--- src/rtl/emmc_ddr_rx_packer.sv ---
// eMMC 8-bit DDR receive packer: start-bit detect, 32-bit word packing,
// 16 per-line/per-edge CRC16 checks and end-bit check for one block per rx_start.
module emmc_ddr_rx_packer #(
  parameter int unsigned BLK_W     = 12,
  parameter int unsigned TIMEOUT_W = 24
) (
  input  logic                 clock,
  input  logic                 reset,
  input  logic [7:0]           iddr_Q1,
  input  logic [7:0]           iddr_Q2,
  input  logic                 rx_start,
  input  logic [BLK_W-1:0]     blk_size,
  input  logic [TIMEOUT_W-1:0] timeout_val,
  input  logic                 fifo_full,
  output logic [31:0]          fifo_data_out,
  output logic                 fifo_wr_en,
  output logic                 busy,
  output logic                 done,
  output logic                 crc_err,
  output logic                 end_err,
  output logic                 overflow,
  output logic                 timeout
);

  localparam int unsigned CNT_W = BLK_W - 1;
  localparam int unsigned CRC_W = 16;

  typedef enum logic [2:0] {
    S_IDLE,
    S_WAIT,
    S_DATA,
    S_CRC,
    S_END
  } state_t;

  state_t                  state;
  logic [CNT_W-1:0]        blk_half;
  logic [CNT_W-1:0]        dcnt;
  logic [TIMEOUT_W-1:0]    tmo_lim;
  logic [TIMEOUT_W-1:0]    tmo_cnt;
  logic [15:0]             word_hi;
  logic [7:0][CRC_W-1:0]   crc_r;
  logic [7:0][CRC_W-1:0]   crc_f;
  logic                    crc_bad;

  logic [CNT_W-1:0]        blk_half_c;
  logic [7:0]              msb_r_c;
  logic [7:0]              msb_f_c;
  logic                    crc_mis_c;

  // One serial step of CRC16-CCITT (x^16+x^12+x^5+1).
  function automatic logic [CRC_W-1:0] crc_step(input logic [CRC_W-1:0] crc, input logic b);
    logic [CRC_W-1:0] nxt;
    nxt = {crc[CRC_W-2:0], 1'b0};
    if (crc[CRC_W-1] ^ b) nxt = nxt ^ 16'h1021;
    return nxt;
  endfunction

  // Data cycles per block = bytes/2, with the two low size bits forced to zero.
  assign blk_half_c = CNT_W'((blk_size & ~BLK_W'(3)) >> 1);

  always_comb begin
    msb_r_c = '0;
    msb_f_c = '0;
    for (int i = 0; i < 8; i++) begin
      msb_r_c[i] = crc_r[i][CRC_W-1];
      msb_f_c[i] = crc_f[i][CRC_W-1];
    end
    crc_mis_c = (|(msb_r_c ^ iddr_Q1)) | (|(msb_f_c ^ iddr_Q2));
  end

  always_ff @(posedge clock) begin
    if (!reset) begin
      state         <= S_IDLE;
      blk_half      <= '0;
      dcnt          <= '0;
      tmo_lim       <= '0;
      tmo_cnt       <= '0;
      word_hi       <= '0;
      crc_r         <= '0;
      crc_f         <= '0;
      crc_bad       <= 1'b0;
      fifo_data_out <= '0;
      fifo_wr_en    <= 1'b0;
      busy          <= 1'b0;
      done          <= 1'b0;
      crc_err       <= 1'b0;
      end_err       <= 1'b0;
      overflow      <= 1'b0;
      timeout       <= 1'b0;
    end else begin
      done       <= 1'b0;
      fifo_wr_en <= 1'b0;
      case (state)
        S_IDLE: begin
          if (rx_start) begin
            state    <= S_WAIT;
            busy     <= 1'b1;
            crc_err  <= 1'b0;
            end_err  <= 1'b0;
            overflow <= 1'b0;
            timeout  <= 1'b0;
            blk_half <= blk_half_c;
            tmo_lim  <= timeout_val;
            tmo_cnt  <= '0;
            dcnt     <= '0;
            crc_r    <= '0;
            crc_f    <= '0;
            crc_bad  <= 1'b0;
          end
        end

        S_WAIT: begin
          if (iddr_Q1 == 8'h00 && iddr_Q2 == 8'h00) begin
            state <= S_DATA;
          end else if (tmo_lim != '0 && (tmo_cnt + TIMEOUT_W'(1)) == tmo_lim) begin
            timeout <= 1'b1;
            done    <= 1'b1;
            busy    <= 1'b0;
            state   <= S_IDLE;
          end else begin
            tmo_cnt <= tmo_cnt + TIMEOUT_W'(1);
          end
        end

        S_DATA: begin
          for (int i = 0; i < 8; i++) begin
            crc_r[i] <= crc_step(crc_r[i], iddr_Q1[i]);
            crc_f[i] <= crc_step(crc_f[i], iddr_Q2[i]);
          end
          // Even cycle holds the upper half; odd cycle completes and emits the word.
          if (!dcnt[0]) begin
            word_hi <= {iddr_Q1, iddr_Q2};
          end else if (fifo_full) begin
            overflow <= 1'b1;
          end else begin
            fifo_wr_en    <= 1'b1;
            fifo_data_out <= {word_hi, iddr_Q1, iddr_Q2};
          end
          if (dcnt == blk_half - CNT_W'(1)) begin
            dcnt  <= '0;
            state <= S_CRC;
          end else begin
            dcnt <= dcnt + CNT_W'(1);
          end
        end

        S_CRC: begin
          if (crc_mis_c) crc_bad <= 1'b1;
          for (int i = 0; i < 8; i++) begin
            crc_r[i] <= {crc_r[i][CRC_W-2:0], 1'b0};
            crc_f[i] <= {crc_f[i][CRC_W-2:0], 1'b0};
          end
          if (dcnt == CNT_W'(CRC_W - 1)) begin
            dcnt  <= '0;
            state <= S_END;
          end else begin
            dcnt <= dcnt + CNT_W'(1);
          end
        end

        S_END: begin
          end_err <= !(iddr_Q1 == 8'hFF && iddr_Q2 == 8'hFF);
          crc_err <= crc_bad;
          done    <= 1'b1;
          busy    <= 1'b0;
          state   <= S_IDLE;
        end

        default: state <= S_IDLE;
      endcase
    end
  end

endmodule

--- config.mk ---
export PLATFORM = sky130hd
export DESIGN_NAME = emmc_ddr_rx_packer
export DESIGN_NICKNAME = d
export VERILOG_FILES = /design/src/rtl/emmc_ddr_rx_packer.sv
export SDC_FILE = /design/constraint.sdc
export NUM_CORES = 1
export LEC_CHECK = 0
export ABC_AREA = 1
export BUFFER_PORTS_ARGS = -buffer_cell sky130_fd_sc_hd__buf_2
export CORE_UTILIZATION = 35
export CTS_BUF_LIST = sky130_fd_sc_hd__clkbuf_4
export CTS_CLUSTER_SIZE = 30
export DETAILED_ROUTE_END_ITERATION = 8
export PLACE_DENSITY_LB_ADDON = 0.1
export SYNTH_ARGS = -nofsm -noshare
export SYNTH_HDL_FRONTEND = slang
export SYNTH_SLANG_ARGS = --single-unit
--- constraint.sdc ---
create_clock -name clock -period 3.03 [get_ports clock]
set_clock_uncertainty 0.15 [all_clocks]
set_input_delay 0.7575 -clock clock [delete_from_list [all_inputs] [get_ports clock]]
set_output_delay 0.7575 -clock clock [all_outputs]
set_load 0.005 [all_outputs]
# [Word-level counts from Yosys, hierarchy flattened]
# Cells that the tools add are included.
[totals] reg_bits=384 inputBits=56 word_cells=170
[op_classes] add_sub_neg=3 n_eq_ne=19 n_mux=52 bitwise=37 n_reduce_logical=28
[ops] operator="128-bit one-hot mux with 3 select lines" n=2
[ops] operator="13-bit two-way mux" n=16
[ops] operator="128-bit two-way mux" n=1
[ops] operator="24-bit two-way mux" n=3
[ops] operator="3-bit inverter" n=16
[ops] operator="24-bit one-hot mux with 2 select lines" n=1
[ops] operator="11-bit two-way mux" n=3
[ops] operator="11-bit one-hot mux with 3 select lines" n=1
[ops] operator="24-bit by 1-bit adder with 24-bit output (second input constant)" n=1
[ops] operator="24-bit == test" n=1
[ops] operator="24-bit nonzero test" n=1
[ops] operator="4-bit AND reduction" n=5
[ops] operator="2-bit inequality test (second input constant)" n=9
[ops] operator="8-bit == test (second input constant)" n=2
[ops] operator="8-bit zero test" n=2
[ops] operator="8-bit OR reduction" n=2
[ops] operator="1-bit bitwise XOR" n=16
[ops] operator="8-bit bitwise XOR" n=2
[ops] operator="3-bit two-way mux" n=5
[ops] operator="1-bit two-way mux" n=12
[ops] operator="1-bit one-hot mux with 2 select lines" n=6
[ops] operator="3-bit one-hot mux with 4 select lines" n=1
[ops] operator="11-bit by 1-bit adder with 11-bit output (second input constant)" n=1
[ops] operator="11-bit == test" n=1
[ops] operator="other kinds (16)" n=29

# [Depth between registers and ports, before layout]
# Gate-level depths: netlist of run 1.
[logic_depth] ltp_word=6 depth_mapped=19 mapped_depth_nobuf=18

# [Worst setup path after synthesis of run 1]
# Ideal clock, no wire load.
[synth_path] kind="flip-flop to flip-flop" startpoint="register tmo_cnt[0]" endpoint="register tmo_cnt[15]" setup_ns=0.112 t_arrival_ns=2.216 path_slack_ns=0.552 stages_incl_launch_ff=18 n_path_buf=1 period_less_slack_ns=2.478 cell_sequence="dfxtp_1 > ha_1 > nand2_1 > nor2_4 > nand2_1 > nor2_1 > nand3_1 > nand2_1 > nand2_1 > nand2_1 > nand2_1 > nor2_1 > nand4_4 > nand2_4 > inv_4 > buf_6 > nor2_1 > nor2_1"
[synth_between] elab_chain_len=5
[synth_rtl] item="from (decl)" line_no="40" text="logic [TIMEOUT_W-1:0] tmo_cnt;"
[synth_rtl] item="from (signal assigned)" line_no="122" text="tmo_cnt <= tmo_cnt + TIMEOUT_W'(1);"
[synth_rtl] item="24-bit by 1-bit adder with 24-bit output (*)" line_no="116, 122"
[synth_rtl] item="24-bit == test" line_no="116" text="end else if (tmo_lim != '0 && (tmo_cnt + TIMEOUT_W'(1)) == tmo_lim) begin"
[synth_rtl] item="1-bit logical AND" line_no="116"
[synth_rtl] item="2-bit inequality test (no source line)"
[synth_rtl] item="4-bit AND reduction (no source line)"
# Every way passes the cells marked *; elsewhere a longest branch is shown, timed or not. The select of a mux whose other input is x is not followed.
# A chain may end at the register's enable or synchronous reset.

# [Worst setup path in the final report of run 1]
[layout_path] startpoint="register tmo_cnt[1]" endpoint="register tmo_cnt[16]"
# The elaborated chain is that of the path after synthesis.

==> flow_summary.json, run 1 <==
{
  "cts.sinks": 384,
  "wire_per_inst_um": 14.3,
  "cp_slowest_cell": "dfxtp_2",
  "syn_inst": 2234,
  "grt_pass1_wl_mm": 70.6,
  "met2_wirelength_mm": 19.3,
  "setup_ws_ns": 0.256,
  "tightest_slew_ns": 1.16,
  "fin_crit_sh": 0.916,
  "avgViaCountPerCell": 4.80,
  "syn-num-nets": 2293,
  "nNetsFinal": 2424,
  "drt-total-wl_mm": 43.6,
  "synth_cell_types": 42,
  "worstSetupStartpoint": "tmo_cnt[1]$_SDFFE_PN0P_",
  "yosys.area.top_type": "dfxtp_1",
  "max_freq_mhz": 360,
  "rows": 78,
  "antenna_found_initial": 2,
  "crit_chain": "ha_2, nand2_1, nor2_4, nand2_2, o21bai_1, nand2_1, nand2_1, nand2_1, nand3b_1, nor2_1, nand2_1, buf_4, nand4_1, a21oi_2",
  "layout-drive-gt1-share": 0.153,
  "arrival_ns": 3.29,
  "netlist_area_sq_um": 16100,
  "drt-met1-wl_mm": 21.3,
  "dp_hpwl_mm": 27.4,
  "hold_depth": 3,
  "crit_buf_inv": 1,
  "grt_overflow": 0,
  "die_h_um": 216,
  "p_leak_nw": 7.35,
  "ys.flop_type": "dfxtp_1",
  "ys_seq_area_frac": 0.478,
  "required_ns": 3.55,
  "portBuffers": 92,
  "grt_max_degree": 210,
  "critPathMaxFanout": 11,
  "synth_area_leaders": "dfxtp_1 48%, nand2_1 15%, a21oi_1 10%, o21ai_0 5.1%, nor2_1 3.9%",
  "ys_seq_elements": 384,
  "holdCritPathClass": "input pin to flop",
  "gp_congestion": 0.857,
  "path_depth": 14,
  "clk_latency_ns": 0.82,
  "reg2reg_from": "tmo_cnt[1]$_SDFFE_PN0P_",
  "end_kind": "flop",
  "start_util": 0.355,
  "ys_async_sr_fraction": 0,
  "maxSlewHeadroom": 0.225,
  "ff2ff_setup_slack_ns": 0.26,
  "status": "finished clean",
  "pwr_density_cell_nw_per_um2": 625,
  "slew_violations": 0,
  "crit_top_cell": "nand2_1",
  "finalSetupViolCount": 0,
  "yosysWarnings": 0,
  "hold_viol": 0,
  "htree_levels": 3,
  "yosys.area.top_type_share": 0.478,
  "pre_cts_ws_ns": -0.0990,
  "cap_viol_max_count": 0,
  "period_minus_slack_ns": 2.77,
  "fp.dieW_um": 216,
  "ctsLongestPathBuffers": 3,
  "coreArea_sq_um": 45400,
  "start_kind": "flop",
  "cts_tree": "yes",
  "first_pass_iters": 6,
  "path_class": "flop to flop",
  "die-area_sq_um": 46800,
  "root_buffer": "clkbuf_4",
  "drcViolationCount": 0,
  "clkTransAtPathRegs_ns": 0.06,
  "syn_to_final_growth_pct": 16.5,
  "hp-start": "timeout_val[9]",
  "grt_pass1_vias": 13696,
  "first_iter_violations": 770,
  "syn_area_per_cell_sq_um": 7.20,
  "r2r_cells": 14,
  "synth_enable_flop_cells": 0,
  "irDropWorstVdd_mv": 0.403,
  "crit_path_end": "tmo_cnt[16]$_SDFFE_PN0P_",
  "wl_met3_mm": 2.16,
  "finalSetupTns_ns": 0,
  "crit_family": "simple AND/OR/NAND/NOR gates",
  "ant_nets": 0,
  "track_usage": 0.186,
  "rsz0062_at_grt": "no",
  "numCtsBuffers": 105,
  "routed-via-count": 14607,
  "r2r-end": "tmo_cnt[16]$_SDFFE_PN0P_",
  "top_layer": "met4",
  "cp_slowest_stage_delay_ns": 0.36,
  "ios": 95
}
worst min path at each step:
| stage | slack, ns | end |
|---|---|---|
| after floorplan | 0.29 | crc_f[10]$_SDFFE_PN0P_ |
| after global placement | 0.30 | crc_r[78]$_SDFFE_PN0P_ |
| after detailed placement | 0.30 | crc_f[109]$_SDFFE_PN0P_ |
| after CTS | 0.0004 | tmo_lim[9]$_SDFFE_PN0P_ |
| after global routing | 0.01 | blk_half[1]$_SDFFE_PN0P_ |
| final | 0.08 | tmo_lim[9]$_SDFFE_PN0P_ |
tightest hold or removal path, stage by stage:
cell	delay, ns
buf_2	0.07
o21ai_0	0.07
a21oi_1	0.11
what timing repair did:
item	CTS	global route
gates resized for setup	0	7
endpoints found under the setup margin	0	28
endpoints found under the hold margin	17	0
buffers inserted	0	6
hold buffers	17	0
cell usage in the layout (no fill, tap or decap), types with 2 or more instances in the layout:
master,n
dlygate4sd3_1,17
o41ai_1,2
nor2_8,2
clkbuf_4,164
nor3_2,2
nor2_4,5
xor2_1,17
buf_4,36
diode_2,4
nor3_1,8
ha_1,2
clkinv_1,15
clkinvlp_4,2
o21ai_0,164
nand2_4,2
dfxtp_1,383
nand4_1,37
nand2_1,646
xnor2_1,24
nor2_1,161
nand3_1,93
nor2_2,19
nand3b_1,3
a21oi_2,11
o22ai_1,6
o21ai_1,2
a21oi_1,336
buf_12,6
buf_2,91
inv_1,146
inv_2,3
nand2_2,18
cells by family (layout without fill, tap and decap cells):
group	Yosys count	count (layout)	synth area share
fa+ha+maj	3	3	0.00233
compound gates	527	527	0.169
simple gates	1000	1000	0.260
buf+inv	279	486	0.0690
other cells	0	4	0
flops	384	384	0.478
xor+xnor	41	41	0.0223
synth_stat cells, drive strengths merged, types with 2 or more instances:
library cell  instances
o22ai                 6
ha                    3
clkinv                2
nor3                 10
nand4                38
o41ai                 2
buf                  21
nand2               667
clkbuf              105
xnor2                24
nand3                95
inv                 151
a21oi               347
dfxtp               384
xor2                 17
nor2                187
o21ai               166
o21bai                2
nand3b                3
per-stage QoR:
| stage | instances | hold WS, ns | cell area [sq um] | power (W) | util |
|---|---|---|---|---|---|
| after floorplan | 2234 | 0.291 | 16100 | 0.00660 | - |
| after global placement | 2835 | 0.298 | 17100 | 0.00705 | 0.378 |
| after detailed placement | 2835 | 0.300 | 17100 | 0.00706 | 0.378 |
| after CTS | 3035 | 0.000356 | 18700 | 0.0119 | 0.411 |
| after global routing | 3042 | 0.0149 | 18700 | 0.0124 | 0.413 |
| final | 3045 | 0.0801 | 18700 | 0.0117 | 0.413 |
registers in the layout, indices dropped and copies added, names as in the netlist:
| register | cells |
|---|---|
| blk_half | 10 |
| busy | 1 |
| crc_bad | 1 |
| crc_err | 1 |
| crc_f | 128 |
| crc_r | 128 |
| dcnt | 11 |
| done | 1 |
| end_err | 1 |
| fifo_data_out | 32 |
| fifo_wr_en | 1 |
| overflow | 1 |
| state | 3 |
| timeout | 1 |
| tmo_cnt | 24 |
| tmo_lim | 24 |
| word_hi | 16 |
report_power, final:
group | total [W] | switching (W) | internal [W]
clock | 0.00471 | 0.00219 | 0.00252
combinational | 0.00162 | 0.00108 | 0.000533
sequential | 0.00539 | 0.000157 | 0.00523
total | 0.0117 | 0.00343 | 0.00828
per-layer routing:
layer,global-route usage,vias to the layer above
met3,0.0470,87
met4,0.0615,0
met5,0,-
met2,0.295,270
met1,0.246,6670
li1,-,7580
layout make-up:
type | instances | area, sq um
multi-input combinational | 1571 | 7340
fill | 4816 | 26600
sequential | 384 | 7690
inverter | 153 | 584
antenna | 4 | 10.0
timing repair buffer | 150 | 1020
clock inverter | 19 | 116
clock buffer | 164 | 1230
tap | 600 | 751
Note: power is estimated with default switching activity, not from simulation.
==> run 2, diff against run 1 <==
CORE_ASPECT_RATIO = 1.2   (was default)
==> flow_summary.json, run 2 (same netlist as run 1, synthesis figures left out) <==
{
  "cts_tree": "yes",
  "p_leak_nw": 7.35,
  "critPathMaxFanout": 11,
  "maxSlewHeadroom": 0.216,
  "ctsLongestPathBuffers": 3,
  "period_minus_slack_ns": 2.77,
  "cp_slowest_stage_delay_ns": 0.36,
  "grt_max_degree": 135,
  "cts.sinks": 384,
  "fin_area_sq_um": 18700,
  "power_w": 0.0116,
  "drcViolationCount": 0,
  "required_ns": 3.58,
  "tightest_slew_ns": 1.17,
  "clk_latency_ns": 0.82,
  "end_kind": "flop",
  "start_util": 0.357,
  "grt_pass1_vias": 14034,
  "ios": 95,
  "dp_hpwl_mm": 28.1,
  "nNetsFinal": 2422,
  "crit_buf_inv": 2,
  "coreArea_sq_um": 45100,
  "hold_viol": 0,
  "crit_family": "simple AND/OR/NAND/NOR gates",
  "nFillCells": 4885,
  "slew_violations": 0,
  "regArea_sq_um": 7690,
  "numCtsBuffers": 105,
  "wire_per_inst_um": 14.5,
  "root_buffer": "clkbuf_4",
  "portBuffers": 92,
  "arrival_ns": 3.32,
  "grt_pass1_wl_mm": 71.7,
  "cap_viol_max_count": 0,
  "status": "finished clean",
  "syn_to_final_growth_pct": 16.4,
  "ant_nets": 0,
  "multi_input_area_sq_um": 7330,
  "layout-drive-gt1-share": 0.153,
  "grt_overflow": 0,
  "fin_crit_sh": 0.913,
  "first_pass_iters": 5,
  "path_class": "flop to flop",
  "layout_common_cells": "644 x nand2_1, 383 x dfxtp_1, 336 x a21oi_1",
  "top_regs": "crc_f x128, crc_r x128, fifo_data_out x32",
  "pwr_density_cell_nw_per_um2": 622,
  "final_common_cell": "nand2_1",
  "avgViaCountPerCell": 4.84,
  "crit_chain": "ha_1, nand2_2, nor2_4, nand2_2, nand2_1, nand2_1, nand2_1, nand2_1, inv_1, nand2_1, nor2_1, nand3_1, nor2_1, nand2_1, buf_4, nand4_1, a21oi_2",
  "antenna_found_initial": 2,
  "track_usage": 0.191,
  "dpl_cell_area_sq_um": 17200,
  "drt-total-wl_mm": 44.3,
  "gp_congestion": 0.889,
  "die-area_sq_um": 46800,
  "holdCritPathClass": "input pin to flop",
  "first_iter_violations": 701,
  "ff2ff_setup_slack_ns": 0.26,
  "max_freq_mhz": 362,
  "routed-via-count": 14766,
  "irDropWorstVdd_mv": 0.299,
  "htree_levels": 3,
  "start_kind": "flop",
  "crit_top_cell": "nand2_1",
  "clkTransAtPathRegs_ns": 0.07,
  "die_h_um": 237,
  "cp_slowest_cell": "dfxtp_2",
  "finalSetupViolCount": 0,
  "fp.dieW_um": 198,
  "rows": 85
}
## run 2: cell types whose count changed in the layout (fill, tap and decap cells not counted), sizes merged
cell / change
clkbuf: +3
clkinv: -2
buf: -2
diode: -3
bufinv: -1
clkinvlp: +1
## run 2: worst register-to-register path: cells and delay by family (launching register included)
kind | cells | cell delay, ns
and+or+nand+nor | 13 | 1.58
AOI/OAI and AO/OA | 1 | 0.07
DFF | 1 | 0.36
buffers and inverters | 2 | 0.26
adders and majority gates | 1 | 0.22
## run 2: metal layers
layer	GRT usage	vias up	wire, um	share of wire
li1	-	7583	-	-
met1	0.245	6788	20600	0.46
met2	0.311	304	20500	0.46
met3	0.0406	89	2250	0.051
met4	0.0787	2	1020	0.023
met5	0	-	13	0.00029
## run 2: where the power goes
part	internal, W	switching, W
registers	0.00523	0.000149
clock network	0.00247	0.00218
logic	0.000530	0.00109
## run 2: timing repair
item / 4_1_cts / 5_1_grt
endpoints found under the hold margin: 17 / 0
hold buffers: 17 / 0
gates resized for setup: 0 / 6
endpoints found under the setup margin: 0 / 27
setup buffers: 0 / 1
## run 2: metrics by stage
stage                     hold WS (ns)   TNS (ns)  std cells   util  setup WS (ns)
after floorplan                  0.291          0       2234      -          0.552
after global placement           0.298     -0.193       2847  0.382         -0.103
after detailed placement         0.302     -0.179       2847  0.382        -0.0665
after CTS                      0.00101          0       3048  0.415          0.159
after global routing            0.0564  -0.000989       3050  0.416      -0.000919
final                           0.0881          0       3050  0.416          0.265
## run 2: path summary, 6_finish.rpt
path | start | end | cells after the start
hold / removal | timeout_val[4] | tmo_lim[4]$_SDFFE_PN0P_ | 3
setup / recovery | tmo_cnt[1]$_SDFFE_PN0P_ | tmo_cnt[18]$_SDFFE_PN0P_ | 17
hold reg to reg | crc_f[92]$_SDFFE_PN0P_ | crc_f[93]$_SDFFE_PN0P_ | 2
setup reg to reg | tmo_cnt[1]$_SDFFE_PN0P_ | tmo_cnt[18]$_SDFFE_PN0P_ | 17
## run 2: cell type report
type / count / area share
clock buffer: 167 / 0.0669
sequential: 384 / 0.410
clock inverter: 17 / 0.00401
multi-input combinational: 1571 / 0.391
antenna: 1 / 0.000134
timing repair buffer: 148 / 0.0554
tap: 609 / 0.0407
inverter: 153 / 0.0312
